## src/rtl/inst_fetch_pkg.sv

```systemverilog
// rtl/inst_fetch_pkg.sv - opcode constants and immediate helpers shared by fetch and decode
package inst_fetch_pkg;

    localparam logic [6:0]  OP_LUI    = 7'b0110111;
    localparam logic [6:0]  OP_AUIPC  = 7'b0010111;
    localparam logic [6:0]  OP_JAL    = 7'b1101111;
    localparam logic [6:0]  OP_JALR   = 7'b1100111;
    localparam logic [6:0]  OP_BRANCH = 7'b1100011;
    localparam logic [6:0]  OP_LOAD   = 7'b0000011;
    localparam logic [6:0]  OP_STORE  = 7'b0100011;
    localparam logic [6:0]  OP_IMM    = 7'b0010011;
    localparam logic [6:0]  OP_REG    = 7'b0110011;

    // addi x0, x0, 0
    localparam logic [31:0] NOP_INST  = 32'h0000_0013;

    // J-type immediate from instruction bits [31:12], sign-extended to 32 bits
    function automatic logic [31:0] j_imm(input logic [19:0] hi);
        return {{11{hi[19]}}, hi[19], hi[7:0], hi[8], hi[18:9], 1'b0};
    endfunction

endpackage

```

## src/rtl/inst_fetch_fifo.sv

```systemverilog
// rtl/inst_fetch_fifo.sv - synchronous {pc,inst} buffer with push/pop/flush and occupancy count
module inst_fetch_fifo #(
    parameter int DEPTH = 2,
    parameter int WIDTH = 64
) (
    input  logic                       CLK,
    input  logic                       reset,
    input  logic                       push,
    input  logic [WIDTH-1:0]           push_data,
    input  logic                       pop,
    input  logic                       flush,
    output logic [WIDTH-1:0]           head,
    output logic [$clog2(DEPTH):0]     count,
    output logic                       full,
    output logic                       empty
);

    localparam int AW = $clog2(DEPTH);
    localparam int CW = AW + 1;

    logic [WIDTH-1:0] mem [DEPTH];
    logic [AW-1:0]    wr_ptr;
    logic [AW-1:0]    rd_ptr;

    assign head  = mem[rd_ptr];
    assign full  = (count == CW'(DEPTH));
    assign empty = (count == '0);

    // Pointer and occupancy bookkeeping; flush wins over any push/pop in the same cycle
    always_ff @(posedge CLK or negedge reset) begin
        if (!reset) begin
            wr_ptr <= '0;
            rd_ptr <= '0;
            count  <= '0;
        end else if (flush) begin
            wr_ptr <= '0;
            rd_ptr <= '0;
            count  <= '0;
        end else begin
            if (push) wr_ptr <= wr_ptr + 1'b1;
            if (pop)  rd_ptr <= rd_ptr + 1'b1;
            count <= count + CW'(push) - CW'(pop);
        end
    end

    // Storage array has no reset; entries are only read once counted as valid
    always_ff @(posedge CLK) begin
        if (push && !flush) mem[wr_ptr] <= push_data;
    end

endmodule

```

## src/rtl/inst_fetch.sv

```systemverilog
// rtl/inst_fetch.sv - fetch stage: PC owner, imem req/ack, JAL predecode, redirect, output register
module inst_fetch #(
    parameter logic [31:0] RESET_PC   = 32'h0000_0000,
    parameter int          FIFO_DEPTH = 2
) (
    input  logic        CLK,
    input  logic        reset,
    input  logic        stall,
    input  logic        branch_taken,
    input  logic [31:0] branch_target,
    input  logic        jalr_en,
    input  logic [31:0] jalr_target,
    output logic        imem_req,
    output logic [31:0] imem_addr,
    input  logic        imem_ack,
    input  logic [31:0] imem_rdata,
    output logic [31:0] inst,
    output logic [31:0] PC_o,
    output logic        inst_valid
);

    import inst_fetch_pkg::*;

    localparam int CW = $clog2(FIFO_DEPTH) + 1;

    // DRAIN means a request is still outstanding but its data belongs to a stale path
    localparam logic [1:0] S_IDLE  = 2'd0;
    localparam logic [1:0] S_REQ   = 2'd1;
    localparam logic [1:0] S_DRAIN = 2'd2;

    logic [1:0]    state;
    logic [31:0]   fetch_pc;
    logic          redirect;
    logic [31:0]   redir_target;
    logic          acked;
    logic          push;
    logic          pop;
    logic          credit_ok;
    logic [31:0]   next_pc;
    logic [63:0]   fifo_head;
    logic [CW-1:0] fifo_count;
    logic          fifo_full;
    logic          fifo_empty;

    assign redirect     = branch_taken | jalr_en;
    assign redir_target = (branch_taken ? branch_target : jalr_target) & 32'hFFFF_FFFC;

    // Only one request may be in flight; in IDLE nothing is, so credit is FIFO space alone
    assign credit_ok = (fifo_count < CW'(FIFO_DEPTH));
    assign acked     = (state == S_REQ) && imem_ack;
    assign push      = acked && !redirect && (!fifo_full || pop);
    assign pop       = !redirect && !stall && !fifo_empty;

    // Predecoded JAL steers the next fetch without waiting for execute
    assign next_pc = (imem_rdata[6:0] == OP_JAL) ? imem_addr + j_imm(imem_rdata[31:12])
                                                 : imem_addr + 32'd4;

    inst_fetch_fifo #(
        .DEPTH (FIFO_DEPTH),
        .WIDTH (64)
    ) u_fifo (
        .CLK       (CLK),
        .reset     (reset),
        .push      (push),
        .push_data ({imem_addr, imem_rdata}),
        .pop       (pop),
        .flush     (redirect),
        .head      (fifo_head),
        .count     (fifo_count),
        .full      (fifo_full),
        .empty     (fifo_empty)
    );

    // Request FSM: req/addr stay frozen from issue until the ack, even across a redirect
    always_ff @(posedge CLK or negedge reset) begin
        if (!reset) begin
            state     <= S_IDLE;
            imem_req  <= 1'b0;
            imem_addr <= RESET_PC;
        end else begin
            case (state)
                S_IDLE: begin
                    if (!redirect && credit_ok) begin
                        state     <= S_REQ;
                        imem_req  <= 1'b1;
                        imem_addr <= fetch_pc;
                    end
                end
                S_REQ: begin
                    if (imem_ack) begin
                        state    <= S_IDLE;
                        imem_req <= 1'b0;
                    end else if (redirect) begin
                        state    <= S_DRAIN;
                    end
                end
                S_DRAIN: begin
                    if (imem_ack) begin
                        state    <= S_IDLE;
                        imem_req <= 1'b0;
                    end
                end
                default: begin
                    state    <= S_IDLE;
                    imem_req <= 1'b0;
                end
            endcase
        end
    end

    // Fetch PC: redirects override the sequential/JAL successor of an accepted word
    always_ff @(posedge CLK or negedge reset) begin
        if (!reset) begin
            fetch_pc <= RESET_PC;
        end else if (redirect) begin
            fetch_pc <= redir_target;
        end else if (push) begin
            fetch_pc <= next_pc;
        end
    end

    // Decode-facing register: redirect forces a bubble even under stall
    always_ff @(posedge CLK or negedge reset) begin
        if (!reset) begin
            inst       <= NOP_INST;
            PC_o       <= RESET_PC;
            inst_valid <= 1'b0;
        end else if (redirect) begin
            inst       <= NOP_INST;
            inst_valid <= 1'b0;
        end else if (!stall) begin
            if (!fifo_empty) begin
                inst       <= fifo_head[31:0];
                PC_o       <= fifo_head[63:32];
                inst_valid <= 1'b1;
            end else begin
                inst       <= NOP_INST;
                inst_valid <= 1'b0;
            end
        end
    end

endmodule

```

## config.mk

```make
export PLATFORM = sky130hd
export DESIGN_NAME = inst_fetch
export DESIGN_NICKNAME = d
export VERILOG_FILES = /design/src/rtl/inst_fetch_pkg.sv /design/src/rtl/inst_fetch_fifo.sv /design/src/rtl/inst_fetch.sv
export SDC_FILE = /design/constraint.sdc
export NUM_CORES = 1
export LEC_CHECK = 0
export ABC_CLOCK_PERIOD_IN_PS = 10200
export BUFFER_PORTS_ARGS = -buffer_cell sky130_fd_sc_hd__buf_2
export CAP_MARGIN = 10
export CORE_MARGIN = 3
export CORE_UTILIZATION = 37
export CTS_CLUSTER_DIAMETER = 40
export DETAILED_ROUTE_END_ITERATION = 10
export GPL_ROUTABILITY_DRIVEN = 0
export PLACE_DENSITY = 0.64
export SLEW_MARGIN = 20
export SYNTH_ARGS = -nofsm -noshare
export SYNTH_HDL_FRONTEND = slang
export SYNTH_HIERARCHICAL = 1
export SYNTH_SLANG_ARGS = --single-unit
```

## constraint.sdc

```tcl
create_clock -name CLK -period 10.2 [get_ports CLK]
set_input_delay 0 -clock CLK [delete_from_list [all_inputs] [get_ports CLK]]
set_output_delay 0 -clock CLK [all_outputs]
set_load 0.02 [all_outputs]
```

==> metrics.md <==
| Metric | Value |
|---|---|
| Via Count | 9593 |
| Vias in the first global route | 9595 |
| Post-Syn Nets | 1209 |
| Post-synth top area share | 29.94% |
| Largest net degree at the start of global routing | 90 |
| Cells after synthesis | 1070 |
| Hold WC Path Type | primary input to register |
| CP max-delay cell | dlygate4sd3_1 |
| Avg Vias per Cell | 5.219 |
| Clk_lat worst skew | 0.53 ns |
| Combinational fraction of design power | 28.9% |
| Rows | 67 |
| Clock root buffer | clkbuf_16 |
| Worst EP arrival | 4.36 ns |
| Sink Count | 264 |
| Synth warn | 6 |
| RSZ-0062 raised after global routing | false |
| M1 WL | 16.17 mm |
| Max Cap Viol | 0 |
| Tmin final | 3.947 ns |
| Largest delay contributor family on the critical path | simple AND/OR/NAND/NOR gates |
| Tot GR Track Use | 19.08% |
| Crit path max fanout | 9 |
| Buf+Inv Stages, Crit Path | 2 |
| Leakage | 7.120 nW |
| Die Footprint | 0.03697 mm2 |
| Final period utilization | 38.70% |
| Number of synthesized flops with an enable pin | 128 |
| Flops & latches, synth | 264 |
| Clock power share | 34.3% |
| Leading area contributor after synthesis | edfxtp_1 |
| Drt wl/cell | 19.63 um |
| Dpl hpwl | 24.14 mm |
| NetSw | 0.001371 W |
| Sequential power share | 36.9% |
| Top sig layer | met4 |
| Final WS setup | 6.253 ns |
| Critical Path End Type | register |
| Seq/Total Area, Yosys | 56.48% |
| Die width | 192.3 um |
| Area Overhead vs Synth | 28.37% |
| P_int | 0.002564 W |
| Slew @ Worst Pin | 1.105 ns |
| Critical path, cell by cell | and3_1 > nand3_1 > nor3_1 > nor2b_1 > nand2_1 > xor2_1 > o21ai_0 > a222oi_1 > dlygate4sd3_1 > o31ai_1 > dlygate4sd3_1 |
| Antenna-violating nets left | 0 |
| Ys flop type | dfrtp_1 |
| Ratio of cells with drive above 1 in the final layout | 27.99% |
| Commonest cells in the netlist | nand2_1, dfrtp_1, edfxtp_1 |
| Starting DRT DRC Count | 589 |
| Crit path launch type | register |
| Final Hold Violating Endpoints | 0 |
| Max transition margin | 26.33% |
| Dpl ws | 6.694 ns |
| Final design utilization | 48.66% |
| Worst setup path class | register to register |
| Clk pin slew, worst setup/hold paths | 0.06 ns |
| Global-route wire length before repair | 54.53 mm |
| Routed wire length | 36.08 mm |
| FFs w/ async S/R, synth | 51.52% |
| H-tree depth | 2 |
| Initial antenna violation count | 0 |
| Core footprint | 0.03387 mm2 |
| Maximum clock frequency | 253.3 MHz |
| I/O pin cnt | 200 |
| Run status | finished, final reports clean |
| Hold_ws | 0.04178 ns |
| DR WL met2 | 17.17 mm |
| CTS max path bufs | 3 |
| GR Overflow Total | 0 |
| Met3 wire length | 1.922 mm |
| PwrDens | 238.8 mW/mm2 |
| Library cells used by synthesis | 76 |
| Number of max-slew violations in the final report | 0 |
| Starting density of the core | 37.91% |
| Peak per-stage delay on the critical path | 0.59 ns |
| Diode count | 0 |
| Synth Cell Area | 0.01284 mm2 |
| DRT Pass-1 Iters | 5 |
| Chip height | 192.3 um |
| IO Port Bufs | 195 |
| Clock skew | 0.01344 ns |
| Fillers | 3069 |
| Count leader, synth | nand2_1 |
| Switch share | 34.85% |
| Layout Nets | 1497 |
| Setup_tns | 0 ns |
| CP most frequent cell | dlygate4sd3_1 |
| CTS tree | yes |
| TritonCTS buffer count | 40 |
| VDD IR max | 122.9 uV |
| Average cell area after synthesis | 12.00 um2 |
| Setup violators final | 0 |
| Post-route DRC | 0 |
| CP required | 10.61 ns |
| Area contributors post-synth | edfxtp_1, dfrtp_1, mux2_4 |
-- cells in the final DEF (no fill, tap or decap), types with 19 or more instances in the layout --
cell type      count
and3_1            19
clkbuf_16         40
a21oi_1           71
mux2_4            50
buf_2            194
edfxtp_1         128
nand2_1          167
mux2_2            45
xnor2_1           30
dlygate4sd3_1     90
xor2_1            24
dfrtp_1          132
a22o_1            30
o21ai_0           46
nor2_1            46
ha_1              36
nand3_1           21
-- state kept, by name (all words and copies together), names as in the netlist --
| signal | count |
|---|---|
| imem_addr | 32 |
| u_fifo/wr_ptr | 1 |
| inst_valid | 1 |
| u_fifo/count | 2 |
| fetch_pc | 32 |
| PC_o | 32 |
| u_fifo/rd_ptr | 1 |
| imem_req | 1 |
| u_fifo/mem | 128 |
| inst | 32 |
| state | 2 |
-- power by group through the flow --
stage / Combinational (W) / Clock (W) / Sequential [W]
detailed placement: 0.00108 / 0 / 0.00147
floorplan: 0.000699 / 0 / 0.00148
finish: 0.00114 / 0.00135 / 0.00145
global route: 0.00125 / 0.00143 / 0.00147
CTS: 0.00113 / 0.00138 / 0.00145
global placement: 0.00107 / 0 / 0.00146
-- repair_timing --
item,in CTS,in global routing
gates resized for setup,0,0
hold endpoints to repair,194,0
endpoints found under the setup margin,0,0
hold buffers,90,0
setup buffers,0,0
-- metal layers --
layer  vias up  GRT usage (%)
li1       4521              -
met5         -              0
met2       317          31.51
met3        54          3.470
met1      4701          25.87
met4         0          5.324
-- logic make-up after synthesis --
kind of cell             Yosys count  synth area share [%]
AND/OR/NAND/NOR                  308                 10.74
flip-flops                       264                 56.48
AO/OA/AOI/OAI                    239                 12.70
multiplexers                      97                 9.950
buffers and inverters             70                 2.612
XOR/XNOR                          55                 3.859
adder cells (fa/ha/maj)           37                 3.664
-- per-stage QoR --
step | area (um2) | power [W] | cells
2_1_floorplan | 12840 | 0.002180 | 1070
3_3_place_gp | 14230 | 0.002527 | 1674
3_5_place_dp | 14230 | 0.002549 | 1674
4_1_cts | 16480 | 0.003959 | 1838
5_1_grt | 16480 | 0.004143 | 1838
6_report | 16480 | 0.003936 | 1838
-- tightest hold or removal path, stage by stage --
cell and delay [ns]:
buf_2 0.10, a21oi_1 0.12, o21ai_0 0.14, nand2_1 0.09
o21ai_1 0.07
-- worst paths after layout --
path                                     startpoint  slack [ns]                        end  cells after the start
setup / recovery           imem_addr[4]$_DFFE_PN0P_        6.25   fetch_pc[25]$_DFFE_PN0P_                     11
hold / removal                      jalr_target[30]        0.04   fetch_pc[30]$_DFFE_PN0P_                      5
setup reg to reg           imem_addr[4]$_DFFE_PN0P_        6.25   fetch_pc[25]$_DFFE_PN0P_                     11
hold reg to reg                 PC_o[1]$_DFFE_PN0P_        0.46        PC_o[1]$_DFFE_PN0P_                      2
max in group asynchronous                     reset        8.77  u_fifo/rd_ptr$_DFFE_PN0P_                      3
min in group asynchronous                     reset        0.14       inst[30]$_DFFE_PN0P_                      2
-- cell type report --
type                    instances  area, um2  area share (%)
clock buffers                  49       1055           6.400
clock inverters                25      295.3           1.792
inverters                      17      63.81          0.3872
multi-input cells             736       5264           31.94
flip-flops and latches        264       7254           44.02
well taps                     448      560.5           3.401
repair buffers                299       1988           12.06
Power figures use the tool's default switching activity.
